$ cat config.mk
export PLATFORM = sky130hd
export DESIGN_NAME = cpu_controller
export DESIGN_NICKNAME = d
export VERILOG_FILES = /design/src/rtl/cpu_pkg.sv /design/src/rtl/cpu_controller_pc_unit.sv /design/src/rtl/cpu_controller.sv
export SDC_FILE = /design/constraint.sdc
export NUM_CORES = 1
export LEC_CHECK = 0
export CAP_MARGIN = 40
export CORE_MARGIN = 3
export CORE_UTILIZATION = 45
export CTS_CLUSTER_SIZE = 24
export DETAILED_ROUTE_END_ITERATION = 10
export GPL_ROUTABILITY_DRIVEN = 0
export PLACE_DENSITY = 0.84
export REMOVE_ABC_BUFFERS = 1
export SKIP_CTS_REPAIR_TIMING = 1
export SLEW_MARGIN = 20
export SYNTH_ARGS = -nofsm -noshare
export SYNTH_HDL_FRONTEND = slang
export SYNTH_SLANG_ARGS = --single-unit
$ cat constraint.sdc
create_clock -name clk -period 5.8 [get_ports clk]
set_input_delay 1.16 -clock clk [delete_from_list [all_inputs] [get_ports clk]]
set_output_delay 1.16 -clock clk [all_outputs]
set_load 0.005 [all_outputs]
$ cat src/rtl/cpu_pkg.sv
// Shared opcode, state and PSR definitions for the Tetris CPU controller.
package cpu_pkg;

    typedef enum logic [1:0] {
        ST_FETCH   = 2'd0,
        ST_DECODE  = 2'd1,
        ST_EXECUTE = 2'd2,
        ST_HALT    = 2'd3
    } state_t;

    localparam logic [3:0] OP_ADD  = 4'h0;
    localparam logic [3:0] OP_SUB  = 4'h1;
    localparam logic [3:0] OP_CMP  = 4'h2;
    localparam logic [3:0] OP_AND  = 4'h3;
    localparam logic [3:0] OP_OR   = 4'h4;
    localparam logic [3:0] OP_XOR  = 4'h5;
    localparam logic [3:0] OP_SHL  = 4'h6;
    localparam logic [3:0] OP_LUI  = 4'h7;
    localparam logic [3:0] OP_BEQ  = 4'h8;
    localparam logic [3:0] OP_BNE  = 4'h9;
    localparam logic [3:0] OP_JMP  = 4'hA;
    localparam logic [3:0] OP_HALT = 4'hF;

    localparam int PSR_Z = 4;
    localparam int PSR_C = 3;
    localparam int PSR_F = 2;
    localparam int PSR_L = 1;
    localparam int PSR_N = 0;

    // Datapath ops that write a register; CMP only updates flags.
    function automatic logic op_writes_reg(input logic [3:0] op);
        return (op <= OP_LUI) && (op != OP_CMP);
    endfunction

endpackage

$ cat src/rtl/cpu_controller_pc_unit.sv
// Program counter: pc+1 or pc+1+sext(disp8) when i_ld, modulo 2^PC_W.
module pc_unit #(
    parameter int              PC_W     = 16,
    parameter logic [PC_W-1:0] RESET_PC = '0
) (
    input  logic            clk,
    input  logic            reset_n,
    input  logic            i_ld,
    input  logic            i_taken,
    input  logic [7:0]      i_disp8,
    output logic [PC_W-1:0] o_pc
);

    logic [PC_W-1:0] r_pc;
    logic [PC_W-1:0] w_disp;
    logic [PC_W-1:0] w_pc_nxt;

    assign w_disp   = i_taken ? {{(PC_W-8){i_disp8[7]}}, i_disp8} : '0;
    assign w_pc_nxt = r_pc + PC_W'(1) + w_disp;

    always_ff @(posedge clk or negedge reset_n) begin
        if (!reset_n) begin
            r_pc <= RESET_PC;
        end else if (i_ld) begin
            r_pc <= w_pc_nxt;
        end
    end

    assign o_pc = r_pc;

endmodule

$ cat src/rtl/cpu_controller.sv
// Fetch/decode/execute sequencer: 3 cycles per instruction plus one per imem stall cycle.
// Fetch holds imem_req until imem_valid; CPU_CTRL_SINGLE_STEP_EN gates each fetch on a step press.
module cpu_controller
    import cpu_pkg::*;
#(
    parameter int              PC_W     = 16,
    parameter logic [PC_W-1:0] RESET_PC = '0
) (
`ifdef CPU_CTRL_SINGLE_STEP_EN
    input  logic            step,
`endif
    input  logic            clk,
    input  logic            reset_n,
    output logic            imem_req,
    output logic [PC_W-1:0] imem_addr,
    input  logic [15:0]     imem_rdata,
    input  logic            imem_valid,
    output logic [3:0]      opcode,
    output logic [15:0]     addr1,
    output logic [15:0]     addr2,
    output logic            wr,
    input  logic [4:0]      psr,
    output logic [4:0]      flags,
    output logic [PC_W-1:0] pc,
    output logic            halted
);

    state_t      r_state;
    state_t      w_state_nxt;
    logic [15:0] r_ir;
    logic [3:0]  r_opcode;
    logic [15:0] r_addr1;
    logic [15:0] r_addr2;
    logic [4:0]  r_flags;
    logic        w_req_en;
    logic        w_req;
    logic        w_accept;
    logic        w_wr;
    logic        w_pc_ld;
    logic        w_taken;
    logic        w_flags_ld;
    logic [3:0]  w_op;

    assign w_op = r_ir[15:12];

`ifdef CPU_CTRL_SINGLE_STEP_EN
    logic r_step_seen;

    always_ff @(posedge clk or negedge reset_n) begin
        if (!reset_n) begin
            r_step_seen <= 1'b0;
        end else if (r_state == ST_FETCH) begin
            if (w_accept) begin
                r_step_seen <= 1'b0;
            end else if (step) begin
                r_step_seen <= 1'b1;
            end
        end
    end

    assign w_req_en = r_step_seen | step;
`else
    assign w_req_en = 1'b1;
`endif

    always_ff @(posedge clk or negedge reset_n) begin
        if (!reset_n) begin
            r_state <= ST_FETCH;
        end else begin
            r_state <= w_state_nxt;
        end
    end

    always_comb begin
        w_state_nxt = r_state;
        w_req       = 1'b0;
        w_accept    = 1'b0;
        w_wr        = 1'b0;
        w_pc_ld     = 1'b0;
        w_taken     = 1'b0;
        w_flags_ld  = 1'b0;
        case (r_state)
            ST_FETCH: begin
                w_req    = w_req_en;
                w_accept = w_req_en & imem_valid;
                if (w_accept) begin
                    w_state_nxt = ST_DECODE;
                end
            end
            ST_DECODE: begin
                w_state_nxt = ST_EXECUTE;
            end
            ST_EXECUTE: begin
                w_state_nxt = ST_FETCH;
                w_pc_ld     = 1'b1;
                w_wr        = op_writes_reg(w_op);
                w_flags_ld  = (w_op <= OP_LUI);
                case (w_op)
                    OP_BEQ:  w_taken = r_flags[PSR_Z];
                    OP_BNE:  w_taken = ~r_flags[PSR_Z];
                    OP_JMP:  w_taken = 1'b1;
                    OP_HALT: begin
                        w_state_nxt = ST_HALT;
                        w_pc_ld     = 1'b0;
                    end
                    default: w_taken = 1'b0;
                endcase
            end
            default: w_state_nxt = ST_HALT;
        endcase
    end

    always_ff @(posedge clk or negedge reset_n) begin
        if (!reset_n) begin
            r_ir     <= '0;
            r_opcode <= '0;
            r_addr1  <= '0;
            r_addr2  <= '0;
            r_flags  <= '0;
        end else begin
            if (w_accept) begin
                r_ir <= imem_rdata;
            end
            // Branch/NOP/HALT leave the datapath select lines untouched.
            if (r_state == ST_DECODE && w_op <= OP_LUI) begin
                r_opcode <= w_op;
                r_addr1  <= {12'b0, r_ir[11:8]};
                r_addr2  <= (w_op == OP_LUI) ? {8'b0, r_ir[7:0]} : {12'b0, r_ir[7:4]};
            end
            if (w_flags_ld) begin
                r_flags <= psr;
            end
        end
    end

    pc_unit #(
        .PC_W     (PC_W),
        .RESET_PC (RESET_PC)
    ) u_pc_unit (
        .clk     (clk),
        .reset_n (reset_n),
        .i_ld    (w_pc_ld),
        .i_taken (w_taken),
        .i_disp8 (r_ir[7:0]),
        .o_pc    (pc)
    );

    assign imem_req  = w_req & reset_n;
    assign imem_addr = pc;
    assign wr        = w_wr & reset_n;
    assign opcode    = r_opcode;
    assign addr1     = r_addr1;
    assign addr2     = r_addr2;
    assign flags     = r_flags;
    assign halted    = (r_state == ST_HALT);

endmodule

After elaboration in Yosys (flattened, before gate mapping)
Index checks and enable logic that the tools add are counted.
- output and inout port bits: 76
- flip-flop bits (word level): 63
- input bits: 24
- reduce and logical (&&, ||, !) cells: 3
- equality and inequality tests: 10
- add/subtract/negate cells: 2
- bitwise gates (word level): 3
- magnitude comparators: 1
- muxes and demuxes: 13
- operators with widths (cell ; number):
    16-bit by 1-bit adder with 16-bit output, second input constant ; 1
    16-bit adder ; 1
    4-bit equality test, second input constant ; 4
    16-bit two-way mux ; 1
    8-bit two-way mux ; 1
    1-bit two-way mux ; 7
    2-bit one-hot mux with 3 select lines ; 1
    2-bit equality test, second input constant ; 2
    4-bit by 3-bit equality test with 1-bit output, second input constant ; 1
    4-bit by 3-bit <= comparator with 1-bit output, second input constant ; 1
    2-bit two-way mux ; 2
    4-bit by 2-bit != test with 1-bit output, second input constant ; 1
    1-bit one-hot mux with 3 select lines ; 1
    1-bit bitwise AND ; 2
    2-bit by 1-bit equality test with 1-bit output, second input constant ; 1
    1-bit logical AND ; 2
    2-bit zero test ; 1
    2-bit != test, second input constant ; 1
    1-bit NOT ; 1

Depth between registers and ports, before layout
Gate-level depths: netlist of the first run.
- depth in word-level cells: 5
- depth in mapped cells: 12
- gate-level depth less buffers: 11

Modules after synthesis
A second synthesis of the first run with hierarchy kept.
- cells, all modules: 280
- area, all modules: 3015.4 um^2
- modules (own cells, without submodules) (module ; cells an instance ; area each (um^2) ; seq. area each (um^2) ; instances):
    cpu_controller ; 159 ; 1844.3 ; 975.9 ; 1
    pc_unit ; 121 ; 1171.1 ; 400.4 ; 1

Worst setup path after synthesis of the first run
Ideal clock, no wire load.
- kind: register to register
- start point: register r_state[0]
- end point: register u_pc_unit.r_pc[15], in the netlist u_pc_unit.o_pc[15]
- cell stages (with the launch flop): 13
- arrival: 2.848 ns
- path slack: 2.826 ns
- period minus slack after synthesis: 2.974 ns
- setup time: 0.126 ns
- cells stage by stage: dfrtp_1 > nand2b_4 > nor4b_4 > nand2_2 > clkinv_1 > ha_1 > buf_6 > a21oi_2 > o21bai_1 > or2_2 > a2111oi_4 > a31oi_1 > a221o_1
- longest elaborated chain between the ends: 4
- RTL lines (item ; RTL line ; text):
    start: declaration ; cpu_controller.sv:28 ; state_t r_state;
    start signal: assignment ; cpu_controller.sv:70 ; r_state <= w_state_nxt;
    2-bit equality test (*) ; cpu_controller.sv:82 ; case (r_state)
    1-bit two-way mux ; cpu_controller.sv:82 ;
    16-bit two-way mux ; cpu_controller_pc_unit.sv:18 ; assign w_disp = i_taken ? {{(PC_W-8){i_disp8[7]}}, i_disp8} : '0;
    16-bit adder ; cpu_controller_pc_unit.sv:19 ; assign w_pc_nxt = r_pc + PC_W'(1) + w_disp;
    end signal: assignment ; cpu_controller_pc_unit.sv:25 ; r_pc <= w_pc_nxt;
    end: declaration ; cpu_controller_pc_unit.sv:14 ; logic [PC_W-1:0] r_pc;
Mark *: on every way between the ends. The rest lies on a longest branch, timed or not.
A chain may end at the register's enable or synchronous reset.

Worst setup path after layout of the first run
Same ends and word-level chain as after synthesis.

==> impl_results.md, run 1 <==
- Outcome: completed
- Placed Area: 4050 um2
- Largest net degree at the start of global routing: 51
- Gate power share: 50.9%
- Pleak: 1.92 nW
- Reg-to-Reg End: u_pc_unit.o_pc[15]
- Worst IR drop on VDD: 0.263 mV
- Antenna Nets Post-Route: 0
- Number of synthesized flops with an enable pin: 0
- Synthesized instance count: 327
- End of the worst hold path: opcode[3]
- Int Pwr: 1.25 mW
- Slew @ Worst Pin: 0.629 ns
- Share of power burned in registers: 37.9%
- Clock power share: 11.2%
- Fraction of layout cells with a size suffix above 1: 15.3%
- # nets final: 432
- # clock sinks: 55
- Sequential element share of the synthesized area: 41.1%
- Mux share of post-synthesis cell area: 10.9%
- Avg Cell Area, Syn: 10.2 um2
- Final Instance Area: 4160 um2
- PortBufs: 79
- 1st-iter DRT viols: 128
- Root Buffer: clkbuf_8
- Most used DFF post-synth: dfrtp_1
- Flop2flop setup slack: 2.40 ns
- Grt total ovfl: 0
- Core Box Area: 7020 um2
- H-tree Lvls: 2
- Vias per cell: 5.25
- Slew HR: 58.0%
- Clk buf depth: 2
- Overall power: 1.96 mW
- # IOs: 100
- Final Cycle Share: 58.7%
- HPWL after DPL: 5.57 mm
- Startpoint Class: flip-flop
- Worst Hold Depth: 1
- R2r startpoint: r_state[0]
- CP Max Fanout: 11
- Setup Skew: 0.00563 ns
- F_max: 0.294 GHz
- Adder-Cell Fraction of Synth Area: 6.20%
- Switching part of the total power: 36.4%
- Cell Area, Synth: 3350 um2
- Hold Vio Cnt, Final: 0
- Synth Register Bits: 55
- Synth Area in Simple Gates: 13.0%
- WS Path Type: flip-flop to flip-flop
- XOR/XNOR Fraction of Synth Area: 1.83%
- Critical Path RT: 6.00 ns
- Post-synth ARST share: 100%
- Die Y-Extent: 92.3 um
- Main combinational cell family by area after synthesis: compound AO/OA/AOI/OAI gates
- Via count: 2567
- Global-route wire length before repair: 12.6 mm
- Vias in the first global route: 2576
- Clk Latency, worst-skew pair: 0.31 ns
- Pwr dens: 472 nW/um2
- RSZ-0062 raised after global routing: false
- DRT Wirelength: 7.31 mm
- Endpoint class of the critical path: flip-flop
- Total iterations of the first detailed-routing run: 5
- Max-cap violation count: 0
- Gr usage total: 17.9%
- Residual DRC: 0
- Setup Viol. Count Final: 0
- P&R area growth vs syn: 24.1%
- Row cnt: 30
- Fin Setup TNS: 0 ns
- Warnings from Yosys: 0
- CTS buffer count: 5
- Post-synth cell types: 57
- Die area: 8510 um2
- Tmin final: 3.40 ns
- Die Wd: 92.3 um
- Max-slew violation count: 0
- Antenna violations before repair: 0
- CTS tree: yes
- Clk slew on worst S/H paths: 0.10 ns
- Ant. Diodes: 0
- Psw: 0.715 mW
- Avg WL per Cell: 15.0 um
- Worst hold path class: flip-flop to flip-flop
- Complex-gate fraction of the synthesized area: 16.6%
- R2R depth: 11
- Worst Min Path Start: opcode[3]
- Worst Path Arrival: 3.60 ns
- Initial core utilization: 47.7%
==> final cells by class <==
cell class                      count  area, um2
Sequential cell                    55       1380
Timing Repair Buffer               83        827
Tap cell                           96        120
Fill cell                         592       2860
Inverter                           10       37.5
Multi-Input combinational cell    237       1700
Clock inverter                      3       22.5
Clock buffer                        5       68.8
==> cell usage in the layout, fill, tap and decap left out, types with 4 or more instances in the layout <==
cell type / count
conb_1: 20
nor3_1: 5
inv_1: 9
clkbuf_8: 5
clkdlybuf4s50_1: 78
o31ai_1: 5
a22o_1: 4
and3_1: 5
and2_2: 6
mux2i_1: 6
a21oi_1: 13
a21o_1: 6
o21a_1: 4
dfrtp_1: 55
xnor2_1: 4
nand2_1: 31
nor2_1: 11
o21ai_0: 21
mux2_2: 27
o21ai_1: 4
ha_1: 15
==> worst max-delay path by stage <==
stage	cells past startpoint	to	slack (ns)	startpoint
6_report	11	u_pc_unit.o_pc[15]	2.40	r_state[0]
5_1_grt	11	u_pc_unit.o_pc[15]	2.13	r_state[0]
4_1_cts	11	u_pc_unit.o_pc[15]	2.41	r_state[0]
3_5_place_dp	11	u_pc_unit.o_pc[15]	2.45	r_state[0]
3_3_place_gp	3	imem_req	2.53	reset_n
2_1_floorplan	2	r_ir[0]	2.81	imem_valid
==> critical path, stage by stage, from the launching register on <==
cell and delay, ns:
dfrtp_1 0.46, nand2b_4 0.19, nor4b_4 0.49, nand2_2 0.16
clkinv_1 0.23, ha_1 0.34, a21oi_1 0.26, nor3_1 0.08
or2_2 0.34, a2111oi_4 0.34, a31oi_1 0.07, a221o_1 0.33
==> flip-flops by register name, summed over array words and instances, names as in the netlist <==
signal,cells
flags,5
r_state,2
u_pc_unit.o_pc,16
r_ir,16
opcode,4
addr2,8
addr1,4
==> per-stage QoR <==
stage               hold slack (ns)  setup slack [ns]  cells  util (%)
floorplan                     0.473              2.81    302         -
CTS                           0.513              2.41    488      59.0
detailed placement            0.474              2.45    480      57.7
finish                        0.507              2.40    489      59.2
global route                  0.535              2.13    489      59.2
global placement              0.469              2.53    479      57.5
==> cell usage after synthesis (all sizes together), types with 2 or more instances <==
library cell  count  area share [%]
a211o             2            0.52
a211oi            3            0.67
a21o              6             1.3
a21oi            15             2.5
a22o              4             1.0
a31o              3            0.78
and2              9             1.9
and3              5            0.93
buf              38             8.6
clkbuf            6            0.67
dfrtp            55              41
ha               15             5.6
inv               9             1.0
mux2             27             9.1
mux2i             6             1.8
nand2            32             3.7
nand2b            4            0.97
nand3             2            0.30
nor2             11             1.2
nor2b             3            0.56
nor3              6             1.0
nor3b             2            0.45
o21a              4            0.90
o21ai            25             3.7
o21bai            2            0.45
o31ai             5             1.1
or2               2            0.37
xnor2             4             1.0
xor2              3            0.78
==> routing by layer <==
layer | vias to the layer above | share of wire, % | GRT usage, %
met5 | - | 0 | 0
met4 | 0 | 1.4 | 4.08
met3 | 9 | 7.4 | 4.92
met2 | 99 | 49 | 30.4
met1 | 1226 | 42 | 22.8
li1 | 1233 | - | -
==> power by group through the flow <==
| stage | Sequential (mW) | Combinational [mW] | Clock [mW] |
|---|---|---|---|
| 2_1_floorplan | 0.727 | 0.485 | 0 |
| 3_3_place_gp | 0.739 | 0.958 | 0 |
| 3_5_place_dp | 0.751 | 0.999 | 0 |
| 4_1_cts | 0.744 | 1.00 | 0.227 |
| 5_1_grt | 0.775 | 1.11 | 0.240 |
| 6_report | 0.744 | 1.00 | 0.219 |
==> cells by family after synthesis <==
kind of cell | count (synthesis)
other | 1
buffers and inverters | 54
adder cells (fa/ha/maj) | 16
AND/OR/NAND/NOR | 81
AO/OA/AOI/OAI | 80
multiplexers | 33
flip-flops | 55
XOR/XNOR | 7
Note: power is estimated with default switching activity, not from simulation.
==> run 2: changes to the inputs <==
- clock period: 5.8 -> 3.2 ns (I/O delays scaled with it)
==> run 2 against run 1 <==
  * First-iteration DRC count is 3.9% lower
  * Critical endpoint unchanged
  * Worst hold slack lost 0.35 ns
  * Largest power group unchanged
  * Non-clock buffer count is 8 higher
  * Clock power is 100% higher
  * Critical path type unchanged
  * Flip-flop and latch count unchanged
  * Final cell count rose by 1.6%
==> impl_results.md, run 2 (same netlist as run 1, synthesis figures left out) <==
- Commonest non-fill, non-tap cells in the layout: 78 x clkdlybuf4s50_1, 55 x dfrtp_1, 31 x nand2_1, 27 x mux2_2
- # IOs: 100
- Row cnt: 30
- Endpoint class of the critical path: flip-flop
- H-tree Lvls: 2
- Hold Vio Cnt, Final: 0
- CTS buffer count: 5
- Grt total ovfl: 0
- Die Wd: 92.3 um
- PortBufs: 79
- Fraction of layout cells with a size suffix above 1: 18.2%
- Pwr dens: 858 nW/um2
- WS Path Type: flip-flop to flip-flop
- Outcome: completed
- Gr usage total: 17.9%
- Antenna Nets Post-Route: 0
- Via count: 2658
- Clk slew on worst S/H paths: 0.12 ns
- Die area: 8510 um2
- Max-slew violation count: 0
- Fin Setup TNS: 0 ns
- Final Cycle Share: 95.1%
- Area occupied by multi-input gates: 1720 um2
- Total iterations of the first detailed-routing run: 4
- F_max: 0.329 GHz
- CTS tree: yes
- Die Y-Extent: 92.3 um
- Pleak: 1.94 nW
- Final Instance Area: 4240 um2
- HPWL after DPL: 5.67 mm
- Root Buffer: clkbuf_8
- Global-route wire length before repair: 12.5 mm
- Min Hold Slack: 0.158 ns
- Vias in the first global route: 2672
- # clock sinks: 55
- # nets final: 440
- Max-cap violation count: 0
- Critical Path RT: 3.40 ns
- Placed Area: 4100 um2
- Ant. Diodes: 0
- Fillers: 591
- Clk Latency, worst-skew pair: 0.32 ns
- Avg WL per Cell: 15.2 um
- CP Max Fanout: 8
- Clk buf depth: 2
- DRT Wirelength: 7.56 mm
- Setup Skew: 0.0142 ns
- Reg area: 1380 um2
- R2r startpoint: r_ir[14]
- Initial core utilization: 47.7%
- 1st-iter DRT viols: 123
- Core Box Area: 7020 um2
- Overall power: 3.64 mW
- Largest net degree at the start of global routing: 47
- Worst Path Arrival: 3.25 ns
- Worst IR drop on VDD: 0.471 mV
- Startpoint Class: flip-flop
- Crit. Startpoint: r_ir[14]
- Slew @ Worst Pin: 0.581 ns
- P&R area growth vs syn: 26.6%
- Antenna violations before repair: 0
- Commonest non-fill, non-tap cell in the layout: clkdlybuf4s50_1
- Worst hold path class: input pin to async pin
- Tmin final: 3.04 ns
- Residual DRC: 0
- Slew HR: 60.9%
- Setup Viol. Count Final: 0
- Vias per cell: 5.35
[run 2: cell count changes in the layout (fill, tap and decap cells not counted), sizes merged]
cell	before	now
clkinvlp	0	1
clkinv	3	1
inv	10	11
buf	5	13
[run 2: area by class of cell]
type	count	share of cell area (%)
sequential	55	32.5
timing repair buffer	91	20.7
clock buffer	5	1.62
clock inverter	3	0.797
tap	96	2.83
inverter	10	0.974
multi-input combinational	237	40.6
[run 2: worst max-delay path, stage by stage (launching register included)]
cell        delay, ns
dfrtp_1          0.44
nand2b_1         0.19
nor4b_4          0.35
nand2_2          0.12
clkinvlp_4       0.16
ha_1             0.26
a21oi_1          0.25
nor3_1           0.08
or2_2            0.34
a2111oi_4        0.32
a31oi_1          0.07
a221o_1          0.34
[run 2: per-stage QoR]
| stage | setup slack, ns | std cells | util [%] |
|---|---|---|---|
| floorplan | 0.234 | 302 | - |
| global placement | 0.181 | 487 | 58.4 |
| detailed placement | 0.0492 | 487 | 58.4 |
| CTS | 0.0284 | 495 | 59.8 |
| global route | -0.000850 | 497 | 60.4 |
| finish | 0.156 | 497 | 60.4 |
[run 2: final timing paths]
| check | cells past startpoint | endpoint | slack, ns |
|---|---|---|---|
| setup / recovery | 11 | u_pc_unit.o_pc[15] | 0.16 |
| hold / removal | 1 | opcode[1] | 0.16 |
| setup reg to reg | 11 | u_pc_unit.o_pc[15] | 0.16 |
| hold reg to reg | 1 | opcode[3] | 0.51 |
| max in group asynchronous | 2 | u_pc_unit.o_pc[15] | 2.17 |
| min in group clk | 1 | opcode[3] | 0.51 |
[run 2: report_power, final]
group	internal (mW)	total [mW]	leakage (nW)	switching (mW)
Clock	0.167	0.438	0.0519	0.271
Combinational	1.10	1.86	1.20	0.767
Sequential	1.03	1.34	0.687	0.304
Total	2.30	3.64	1.94	1.34
[run 2: routing by layer]
| metal | vias up | track usage (%) | share of wire [%] |
|---|---|---|---|
| met3 | 12 | 4.43 | 6.4 |
| met2 | 98 | 30.5 | 50 |
| met1 | 1288 | 22.3 | 42 |
| met4 | 0 | 5.45 | 1.3 |
| met5 | - | 0 | 0 |
| li1 | 1260 | - | - |
